<file path="config.mk">
export PLATFORM = sky130hd
export DESIGN_NAME = cpu_bus_ctrl
export DESIGN_NICKNAME = d
export VERILOG_FILES = /design/src/rtl/cpu_bus_ctrl.sv
export SDC_FILE = /design/constraint.sdc
export NUM_CORES = 1
export LEC_CHECK = 0
export BUFFER_PORTS_ARGS = -buffer_cell sky130_fd_sc_hd__buf_2
export CAP_MARGIN = 5
export CORE_MARGIN = 5
export CORE_UTILIZATION = 56
export CTS_BUF_LIST = sky130_fd_sc_hd__clkbuf_16
export CTS_CLUSTER_DIAMETER = 60
export DETAILED_ROUTE_END_ITERATION = 8
export PLACE_DENSITY = 0.85
export RECOVER_POWER = 100
export SLEW_MARGIN = 15
export SYNTH_ARGS = -nofsm -noshare
export SYNTH_HDL_FRONTEND = slang
export SYNTH_SLANG_ARGS = --single-unit
</file>
<file path="constraint.sdc">
create_clock -name clk -period 4.3 [get_ports clk]
set_input_delay 0.215 -clock clk [delete_from_list [all_inputs] [get_ports clk]]
set_output_delay 0.215 -clock clk [all_outputs]
set_load 0.05 [all_outputs]
</file>
<file path="src/rtl/cpu_bus_ctrl.sv">
// cpu_bus_ctrl
// ------------
// Bus-cycle controller sitting directly behind the CPU wrapper. It watches the
// wrapper's strobes, address and function code, generates DTACK with
// region-based wait states, runs a bus-error watchdog, and decodes
// interrupt-acknowledge cycles. Wait states and the watchdog are counted in
// phi1_ce ticks, so timing is the same whichever CPU core drives the wrapper.
//
// Address regions (address[23:20]):
//   0x000000-0xBFFFFF  RAM  RAM_WS wait ticks
//   0xC00000-0xEFFFFF  IO   acknowledged by the io_ack level
//   0xF00000-0xFFFFFF  ROM  ROM_WS wait ticks
//
// Ports:
//   clk         in   system clock
//   reset_n     in   asynchronous active-low reset
//   phi1_ce     in   CPU phase-1 clock enable, qualifies all counting
//   AS_n        in   address strobe
//   UDS_n       in   upper data strobe
//   LDS_n       in   lower data strobe
//   rw_n        in   1 = read, 0 = write
//   address     in   24-bit CPU byte address
//   FC          in   function code, 3'b111 marks an IACK cycle
//   io_ack      in   I/O device ready (level)
//   dTACK_n     out  data transfer acknowledge
//   buserr      out  bus error, held until AS_n negates
//   iack_n      out  low during an IACK cycle
//   iack_level  out  level being acknowledged (address[3:1])
//   io_sel      out  high while an I/O-region cycle is in progress
//   cyc_write   out  ~rw_n captured at the start of the current cycle

module cpu_bus_ctrl #(
    parameter int RAM_WS  = 0,
    parameter int ROM_WS  = 2,
    parameter int TIMEOUT = 255,
    parameter int TO_W    = 8
) (
    input  logic        clk,
    input  logic        reset_n,
    input  logic        phi1_ce,
    input  logic        AS_n,
    input  logic        UDS_n,
    input  logic        LDS_n,
    input  logic        rw_n,
    input  logic [23:0] address,
    input  logic [2:0]  FC,
    input  logic        io_ack,
    output logic        dTACK_n,
    output logic        buserr,
    output logic        iack_n,
    output logic [2:0]  iack_level,
    output logic        io_sel,
    output logic        cyc_write
);

    localparam int WS_W = 8;

    localparam logic [2:0] ST_IDLE = 3'd0;
    localparam logic [2:0] ST_WAIT = 3'd1;
    localparam logic [2:0] ST_ACK  = 3'd2;
    localparam logic [2:0] ST_ERR  = 3'd3;
    localparam logic [2:0] ST_IACK = 3'd4;

    localparam logic [1:0] REGION_RAM = 2'd0;
    localparam logic [1:0] REGION_ROM = 2'd1;
    localparam logic [1:0] REGION_IO  = 2'd2;

    logic [2:0]      state_reg;
    logic [1:0]      region_reg;
    logic [WS_W-1:0] ws_cnt_reg;
    logic [TO_W-1:0] to_cnt_reg;
    logic            dtack_n_reg;
    logic            buserr_reg;
    logic            iack_n_reg;
    logic [2:0]      iack_level_reg;
    logic            io_sel_reg;
    logic            cyc_write_reg;

    logic            is_iack;
    logic            start_cyc;
    logic [1:0]      addr_region;
    logic            ack_cond;
    logic            to_hit;

    // Only the region nibble and the IACK level bits are decoded.
    logic unused_addr;
    assign unused_addr = ^{address[19:4], address[0]};

    assign is_iack   = (FC == 3'b111);
    // An IACK cycle may run without data strobes, so FC=7 alone qualifies.
    assign start_cyc = ~AS_n & (~UDS_n | ~LDS_n | is_iack);

    always_comb begin
        addr_region = REGION_RAM;
        case (address[23:20])
            4'hF:             addr_region = REGION_ROM;
            4'hC, 4'hD, 4'hE: addr_region = REGION_IO;
            default:          addr_region = REGION_RAM;
        endcase
    end

    assign ack_cond = (region_reg == REGION_IO) ? io_ack : (ws_cnt_reg == '0);
    assign to_hit   = (to_cnt_reg == TO_W'(TIMEOUT));

    always_ff @(posedge clk or negedge reset_n) begin
        if (!reset_n) begin
            state_reg      <= ST_IDLE;
            region_reg     <= REGION_RAM;
            ws_cnt_reg     <= '0;
            to_cnt_reg     <= '0;
            dtack_n_reg    <= 1'b1;
            buserr_reg     <= 1'b0;
            iack_n_reg     <= 1'b1;
            iack_level_reg <= 3'd0;
            io_sel_reg     <= 1'b0;
            cyc_write_reg  <= 1'b0;
        end else begin
            case (state_reg)
                ST_IDLE: begin
                    if (start_cyc) begin
                        if (is_iack) begin
                            state_reg      <= ST_IACK;
                            iack_n_reg     <= 1'b0;
                            iack_level_reg <= address[3:1];
                        end else begin
                            state_reg     <= ST_WAIT;
                            region_reg    <= addr_region;
                            // IO ignores ws_cnt; it waits on io_ack instead.
                            ws_cnt_reg    <= (addr_region == REGION_ROM) ?
                                             WS_W'(ROM_WS) : WS_W'(RAM_WS);
                            to_cnt_reg    <= '0;
                            cyc_write_reg <= ~rw_n;
                            io_sel_reg    <= (addr_region == REGION_IO);
                        end
                    end
                end

                ST_WAIT: begin
                    if (AS_n) begin
                        // CPU gave up on the cycle: return silently.
                        state_reg  <= ST_IDLE;
                        io_sel_reg <= 1'b0;
                    end else if (ack_cond) begin
                        // Checked ahead of the timeout so a late ack still wins.
                        state_reg   <= ST_ACK;
                        dtack_n_reg <= 1'b0;
                    end else if (to_hit) begin
                        state_reg  <= ST_ERR;
                        buserr_reg <= 1'b1;
                    end else if (phi1_ce) begin
                        if (ws_cnt_reg != '0) begin
                            ws_cnt_reg <= ws_cnt_reg - WS_W'(1);
                        end
                        // Reaching TIMEOUT leaves WAIT before the next
                        // increment, so to_cnt saturates there.
                        to_cnt_reg <= to_cnt_reg + TO_W'(1);
                    end
                end

                ST_ACK: begin
                    // Strobe changes are ignored; only AS_n ends the cycle.
                    if (AS_n) begin
                        state_reg   <= ST_IDLE;
                        dtack_n_reg <= 1'b1;
                        io_sel_reg  <= 1'b0;
                    end
                end

                ST_ERR: begin
                    if (AS_n) begin
                        state_reg  <= ST_IDLE;
                        buserr_reg <= 1'b0;
                        io_sel_reg <= 1'b0;
                    end
                end

                ST_IACK: begin
                    // No DTACK and no watchdog here: the autovector arrives
                    // through VPA elsewhere. iack_level is left as captured.
                    if (AS_n) begin
                        state_reg  <= ST_IDLE;
                        iack_n_reg <= 1'b1;
                    end
                end

                default: begin
                    state_reg <= ST_IDLE;
                end
            endcase
        end
    end

    assign dTACK_n    = dtack_n_reg;
    assign buserr     = buserr_reg;
    assign iack_n     = iack_n_reg;
    assign iack_level = iack_level_reg;
    assign io_sel     = io_sel_reg;
    assign cyc_write  = cyc_write_reg;

endmodule

</file>
* Word level (Yosys, flattened, before mapping)
Cells that the tools add are included.
** Storage, ports and cells
- Register bits after elaboration :: 29
- ROM bits :: 0
- Bits in writable memories :: 0
- Word-level logic and storage cells :: 109
- Bits in latches :: 0
- Input bits :: 35
- Memories :: 0
- Output and inout bits :: 8
** Cells by class
- Muxes and demuxes :: 40
- Reductions and logical operators :: 20
- Bitwise logic cells :: 8
- Multiply operators :: 0
- Divide/modulo/power cells :: 0
- $lt $le $gt $ge :: 0
- Add/subtract/negate cells :: 2
- Shift operators :: 0
- Equal/unequal tests :: 29
** Operators by type and width (number)
- $mux W8 :: 13
- $pmux W8 S2 :: 2
- $ne A2 B2 Y1 const B :: 13
- $mux W3 :: 6
- $eq A4 B4 Y1 const B :: 4
- $mux W1 :: 12
- $reduce_and A4 Y1 :: 3
- $reduce_bool A2 Y1 :: 5
- $pmux W3 S3 :: 1
- $reduce_and A3 Y1 :: 3
- $reduce_or A3 Y1 :: 3
- $add A8 B1 Y8 const B :: 1
- $eq A8 B8 Y1 const B :: 1
- $logic_not A8 Y1 :: 1
- $pmux W1 S2 :: 4
- $reduce_and A8 Y1 :: 1
- $reduce_bool A8 Y1 :: 1
- $sub A8 B1 Y8 const B :: 1
- $reduce_and A7 Y1 :: 1
- $eq A3 B2 Y1 const B :: 2
- $eq A3 B3 Y1 const B :: 2
- $not A1 Y1 :: 5
- $reduce_and A5 Y1 :: 1
- $eq A2 B2 Y1 const B :: 2
- other kinds (9) :: 11

* Longest topological paths before layout
Gate-level depths: netlist of run 1.
- Depth after elaboration :: 8
- Depth in mapped cells :: 7
- Gate-level depth less buffers :: 6

* Least setup slack after synthesis of run 1
OpenSTA, ideal clock, no wires.
- Path type :: reg-to-reg
- From :: register ws_cnt_reg[0]
- To :: register to_cnt_reg[0]
- Data required time :: 4.234 ns
- Setup slack :: 2.526 ns
- Clock period less this slack :: 1.774 ns
- Cell stages (with the launch flop) :: 8
- Library setup time :: 0.066 ns
- Data arrival time :: 1.708 ns
- Path buffers :: 1
- Cell sequence :: dfrtp_1 > inv_1 > ha_1 > nor4b_2 > and3_1 > buf_4 > nor4_4 > mux2_2
** On the way
- Longest elaborated chain between the ends :: 4
** Ends and longest elaborated chain
- from (decl) :: RTL line 70 : logic [WS_W-1:0] ws_cnt_reg;
- from (signal assigned) :: RTL line 129 : ws_cnt_reg <= (addr_region == REGION_ROM) ?
- from (signal assigned) :: RTL line 152 : ws_cnt_reg <= ws_cnt_reg - WS_W'(1);
- $logic_not A8 Y1 :: RTL line 102 : assign ack_cond = (region_reg == REGION_IO) ? io_ack : (ws_cnt_reg == '0);
- $mux W1 :: RTL line 102
- $ne A2 B2 Y1 (no source line)
- $reduce_and A7 Y1 (no source line)
- to (signal assigned) :: RTL line 156 : to_cnt_reg <= to_cnt_reg + TO_W'(1);
- to (decl) :: RTL line 71 : logic [TO_W-1:0] to_cnt_reg;
No other way between the ends.
A chain may end at the register's enable or synchronous reset.

* Worst setup path after layout of run 1
- From :: register state_reg[1]
- To :: register ws_cnt_reg[2]
** On the way
- Longest elaborated chain between the ends :: 3
- Elaborated cells on any way between the ends :: 12
- Those cells by class :: eq/ne (8); mux (1); reduce/logical (3)
** Ends and longest elaborated chain
- from (decl) :: RTL line 68 : logic [2:0] state_reg;
- from (signal assigned) :: RTL line 107 : state_reg <= ST_IDLE;
- from (signal assigned) :: RTL line 122 : state_reg <= ST_IACK;
- from (signal assigned) :: RTL line 126 : state_reg <= ST_WAIT;
- $eq A3 B1 Y1 / $logic_not A3 Y1 (equally long branches) :: RTL line 118 : case (state_reg)
- $ne A2 B2 Y1 (no source line) / $reduce_bool A2 Y1 (equally long branches)
- $reduce_and A8 Y1 (no source line)
Several ways; a longest one is shown, not always the timed one.

==> out/qor.yml, run 1 <==
track_usage: 0.185
vdd_drop_max_uv: 353
worst_pin_slew_ps: 1540
crit_path_top_delay_cell: "o21ai_0"
worstPathCellList: "or3_1 -> a211o_1 -> o21ai_0 -> o221ai_1"
fill_cells: 242
die_area_sq_um: 4170
async_reset_ff_frac: 1.00
netlist.area_leader.share: 0.405
drive_gt1_frac: 0.195
synthCells: 162
ys_seq_elements: 29
synth.most_common_cell: "dfrtp_1"
crit_path_end_kind: "flop"
fp.dieW_um: 64.6
rows: 19
setup_tns_ps: 0
nNetsFinal: 227
ys_seq_area_frac: 0.436
max_freq_mhz: 410
violations: "capacitance limit, slew limit"
start_util: 0.595
slew_viol_final: 30
cts-hold-fix-buffers: 1
fin_cells: 221
cts.repair.resized: 0
vias: 1391
critPathMaxFanout: 11
multi_input_area_sq_um: 837
grt_start_max_net_pins: 30
cp_top_family: "compound AO/OA/AOI/OAI gates"
port_buffers: 25
syn_nets: 200
firstDrtPassIters: 4
final-hold-violation-count: 0
cts_sinks: 29
post-route-cell-area_sq_um: 1890
min_period_ps: 2440
core_area_sq_um: 2810
gp_routability_congestion: 0.880
p_total_w: 0.00128
clock-skew-final_ps: 5.19
num_io_pins: 43
slew_headroom: -0.0299
htreeDepth: 2
finalSetupViolCount: 0
yosys.area.top_type: "dfrtp_1"
dp_slack_ps: 2280
synthTopCellsByCount: "dfrtp_1 (27), nand2_1 (14), nor3_1 (12)"
antennaDiodeCount: 0
synth_area_sq_um: 1670
grt_first_pass_wirelength_um: 5910
antenna_found_initial: 0
ff_latch_area_sq_um: 728
path_clk_slew_ps: 50
placed_cells_incl_taps: 212
setup_ws_ps: 1860
ant_nets: 0
drtIter0Drc: 105
rsz0062_at_grt: "false"
drcViolationCount: 0
die_h_um: 64.6
criticalPathCategory: "flop to flop"
clk_latency_ps: 280
hpwl_um: 2560
ys_types: 53
drt-vias-per-instance: 6.29
yosysWarnings: 0
arrival_ps: 2550
dpl-instance-area_sq_um: 1790
cts_tree: "done"
post_cts.repair.setup_buffers: 0
post-route-period-util: 0.567
routed_wl_um: 3550
area_growth_pct: 13.2
hp-class: "input pin to flop"
required_ps: 4410
power.leakage_nw: 0.828
cp_slowest_stage_delay_ps: 760
syn_area_per_cell_sq_um: 10.3
first_global_vias: 1336
synth_area_leaders: "dfrtp_1 (40%), nor3_1 (3.6%), mux2_2 (3.4%)"
cts_buffers: 5
synth_edf_count: 0
worstSetupStartpointType: "flop"
wl_per_cell_um: 16.1
clk_path_buf_depth: 2
worstPathBufferInverterCount: 0
status: "complete, but fails checks"
ys.flop_type: "dfrtp_1"
max_cap_viol_count: 1
clock_tree.root_cell: "clkbuf_16"
overflow: 0
power_density_nw_per_um2: 676
==> worst register-to-register path: stages (launching register included) <==
cell and delay, ps:
dfrtp_1 490, or3_1 500, a211o_1 310, o21ai_0 760, o221ai_1 210
==> kinds of logic after synthesis <==
| group | Yosys count | share of synthesized area |
|---|---|---|
| XOR/XNOR | 1 | 0.00525 |
| AO/OA/AOI/OAI | 50 | 0.236 |
| multiplexers | 7 | 0.0457 |
| AND/OR/NAND/NOR | 60 | 0.214 |
| flip-flops | 29 | 0.436 |
| buffers and inverters | 12 | 0.0397 |
| adder cells (fa/ha/maj) | 3 | 0.0225 |
==> layer usage <==
metal  global-route usage  share of wire  vias up
li1                     -              -      677
met1                0.221           0.44      669
met2                0.305           0.49       38
met3               0.0570          0.053        7
met4               0.0871          0.019        0
met5                    0              0        -
==> metrics by stage <==
| stage | utilization | hold slack [ps] |
|---|---|---|
| after floorplan | - | -80.6 |
| after global placement | 0.638 | 261 |
| after detailed placement | 0.638 | 272 |
| after CTS | 0.691 | 145 |
| after global routing | 0.674 | 176 |
| final | 0.674 | 142 |
==> path summary, 6_finish.rpt <==
| check | depth (start not counted) | start | end | slack [ps] |
|---|---|---|---|---|
| worst max-delay path | 4 | state_reg[1] | ws_cnt_reg[2] | 1860 |
| worst min-delay path | 2 | rw_n | cyc_write | 140 |
| worst max register to register | 4 | state_reg[1] | ws_cnt_reg[2] | 1860 |
| worst min register to register | 2 | cyc_write | cyc_write | 500 |
| min in group asynchronous | 2 | reset_n | iack_level[2] | 860 |
| max in group asynchronous | 2 | reset_n | buserr | 2530 |
==> area by class of cell <==
cell class | count | area share
flip-flops and latches | 29 | 0.385
multi-input cells | 121 | 0.443
well taps | 31 | 0.0205
repair buffers | 26 | 0.0656
clock buffers | 5 | 0.0662
inverters | 6 | 0.0119
clock inverters | 3 | 0.00728
==> layout by cell type (no fill, tap or decap), drive strengths merged, types with 2 or more instances in the layout <==
| cell | count |
|---|---|
| a211o | 2 |
| a21boi | 2 |
| a21oi | 8 |
| a221o | 5 |
| a22o | 2 |
| a31oi | 6 |
| a41oi | 2 |
| and2 | 2 |
| and3 | 3 |
| buf | 16 |
| clkbuf | 14 |
| clkinv | 2 |
| dfrtp | 27 |
| dfstp | 2 |
| ha | 3 |
| inv | 7 |
| mux2 | 5 |
| mux2i | 2 |
| nand2 | 15 |
| nand3 | 3 |
| nand4 | 3 |
| nor2 | 7 |
| nor3 | 14 |
| nor4 | 3 |
| o2111ai | 2 |
| o21a | 5 |
| o21ai | 7 |
| or3 | 2 |
| or3b | 2 |
==> power by group <==
group	switching, W	internal [W]	total, W
clock	0.000114	0.000209	0.000323
sequential	0.0000800	0.000356	0.000436
combinational	0.000344	0.000173	0.000517
Note: power is estimated with default switching activity, not from simulation.
==> run 2: changes to the inputs <==
Settings changed: CORE_UTILIZATION 56 to 52, PLACE_DENSITY 0.85 to 0.8.
Clock period 4.3 ns to 2.4 ns, I/O delays scaled along.
==> out/qor.yml, run 2 (synthesis gave the netlist of run 1 again) <==
cp_top_family: "compound AO/OA/AOI/OAI gates"
final-hold-violation-count: 0
grt_start_max_net_pins: 30
rsz0062_at_grt: "false"
htreeDepth: 2
num_io_pins: 43
clock-skew-final_ps: 2.90
r2r-start: "state_reg[1]"
clk_latency_ps: 270
cts_tree: "done"
worstPathBufferInverterCount: 0
cp_slowest_stage_delay_ps: 510
antenna_found_initial: 0
first_global_vias: 1424
wl_per_cell_um: 15.7
die_area_sq_um: 4440
finalSetupViolCount: 0
setup_ws_ps: 242
vias: 1403
cts-hold-fix-buffers: 1
post_cts.repair.setup_buffers: 0
path_clk_slew_ps: 50
ff2ff_path_depth: 4
drt-vias-per-instance: 6.00
arrival_ps: 2280
max_cap_viol_count: 1
fill_cells: 261
cts.repair.resized: 0
crit_path_top_delay_cell: "or3_1"
dp_slack_ps: 374
status: "complete, but fails checks"
grt_first_pass_wirelength_um: 6520
setup_tns_ps: 0
power.leakage_nw: 0.835
track_usage: 0.195
antennaDiodeCount: 0
firstDrtPassIters: 4
drcViolationCount: 0
hpwl_um: 2610
nNetsFinal: 227
rows: 20
start_util: 0.542
overflow: 0
core_area_sq_um: 3080
slew_viol_final: 30
crit_start: "state_reg[1]"
critPathMaxFanout: 11
required_ps: 2530
max_freq_mhz: 463
violations: "capacitance limit, slew limit"
port_buffers: 25
layout_commonest_cell: "dfrtp_1"
post-route-period-util: 0.899
clk_path_buf_depth: 2
area_growth_pct: 14.8
cp-endpoint: "ws_cnt_reg[2]"
ff_latch_area_sq_um: 728
path_depth: 4
multi_input_area_sq_um: 850
vdd_drop_max_uv: 768
cts_sinks: 29
worst_pin_slew_ps: 1520
drive_gt1_frac: 0.195
cts_buffers: 5
worstPathCellList: "or3_1 -> a211o_1 -> o21ai_1 -> o221ai_1"
min_period_ps: 2160
r2r-end: "ws_cnt_reg[2]"
fp.dieW_um: 66.7
layout_common_cells: "dfrtp_1 (27), buf_2 (16), nand2_1 (15)"
criticalPathCategory: "flop to flop"
die_h_um: 66.7
fin_hold_ws_ps: 39.7
worstSetupStartpointType: "flop"
crit_path_end_kind: "flop"
clock_tree.root_cell: "clkbuf_16"
ant_nets: 0
ff2ff_setup_slack_ps: 240
routed_wl_um: 3670
drtIter0Drc: 158
gp_routability_congestion: 0.879
hp-class: "input pin to flop"
slew_headroom: -0.0149
min_from: "rw_n"
power_density_nw_per_um2: 1200
## run 2: cell count changes in the layout (fill, tap and decap cells not counted), sizes merged
cell,change
inv,+2
clkinv,-2
## run 2: worst min path at each step
stage,cells past startpoint,end,slack [ps]
final,2,cyc_write,40
after global routing,2,cyc_write,60
after CTS,2,cyc_write,40
after detailed placement,1,to_cnt_reg[0],180
after global placement,1,to_cnt_reg[0],170
after floorplan,0,buserr,-180
## run 2: where the power goes
part	switching [W]	internal, W
logic	0.000630	0.000320
registers	0.000147	0.000638
clock network	0.000199	0.000370
total	0.000976	0.00133
## run 2: layout make-up
class	count	area share
Clock buffer	5	0.0653
Clock inverter	3	0.00588
Inverter	6	0.0118
Multi-Input combinational cell	121	0.444
Sequential cell	29	0.380
Tap cell	44	0.0287
Timing Repair Buffer	26	0.0647
## run 2: metal layers
layer	global-route usage	vias to the layer above	wire length, um	share of wire
met4	0.0914	0	65	0.018
met3	0.0641	9	225	0.061
met2	0.302	46	1830	0.50
met1	0.243	671	1550	0.42
met5	0	-	0	0
li1	-	677	-	-
## run 2: metrics by stage
stage          power, W   util  instances  instance area, sq um
3_3_place_gp    0.00172  0.587        225                  1810
4_1_cts         0.00235  0.634        234                  1950
6_report        0.00230  0.622        234                  1920
2_1_floorplan   0.00156      -        162                  1670
5_1_grt         0.00245  0.622        234                  1920
3_5_place_dp    0.00176  0.587        225                  1810
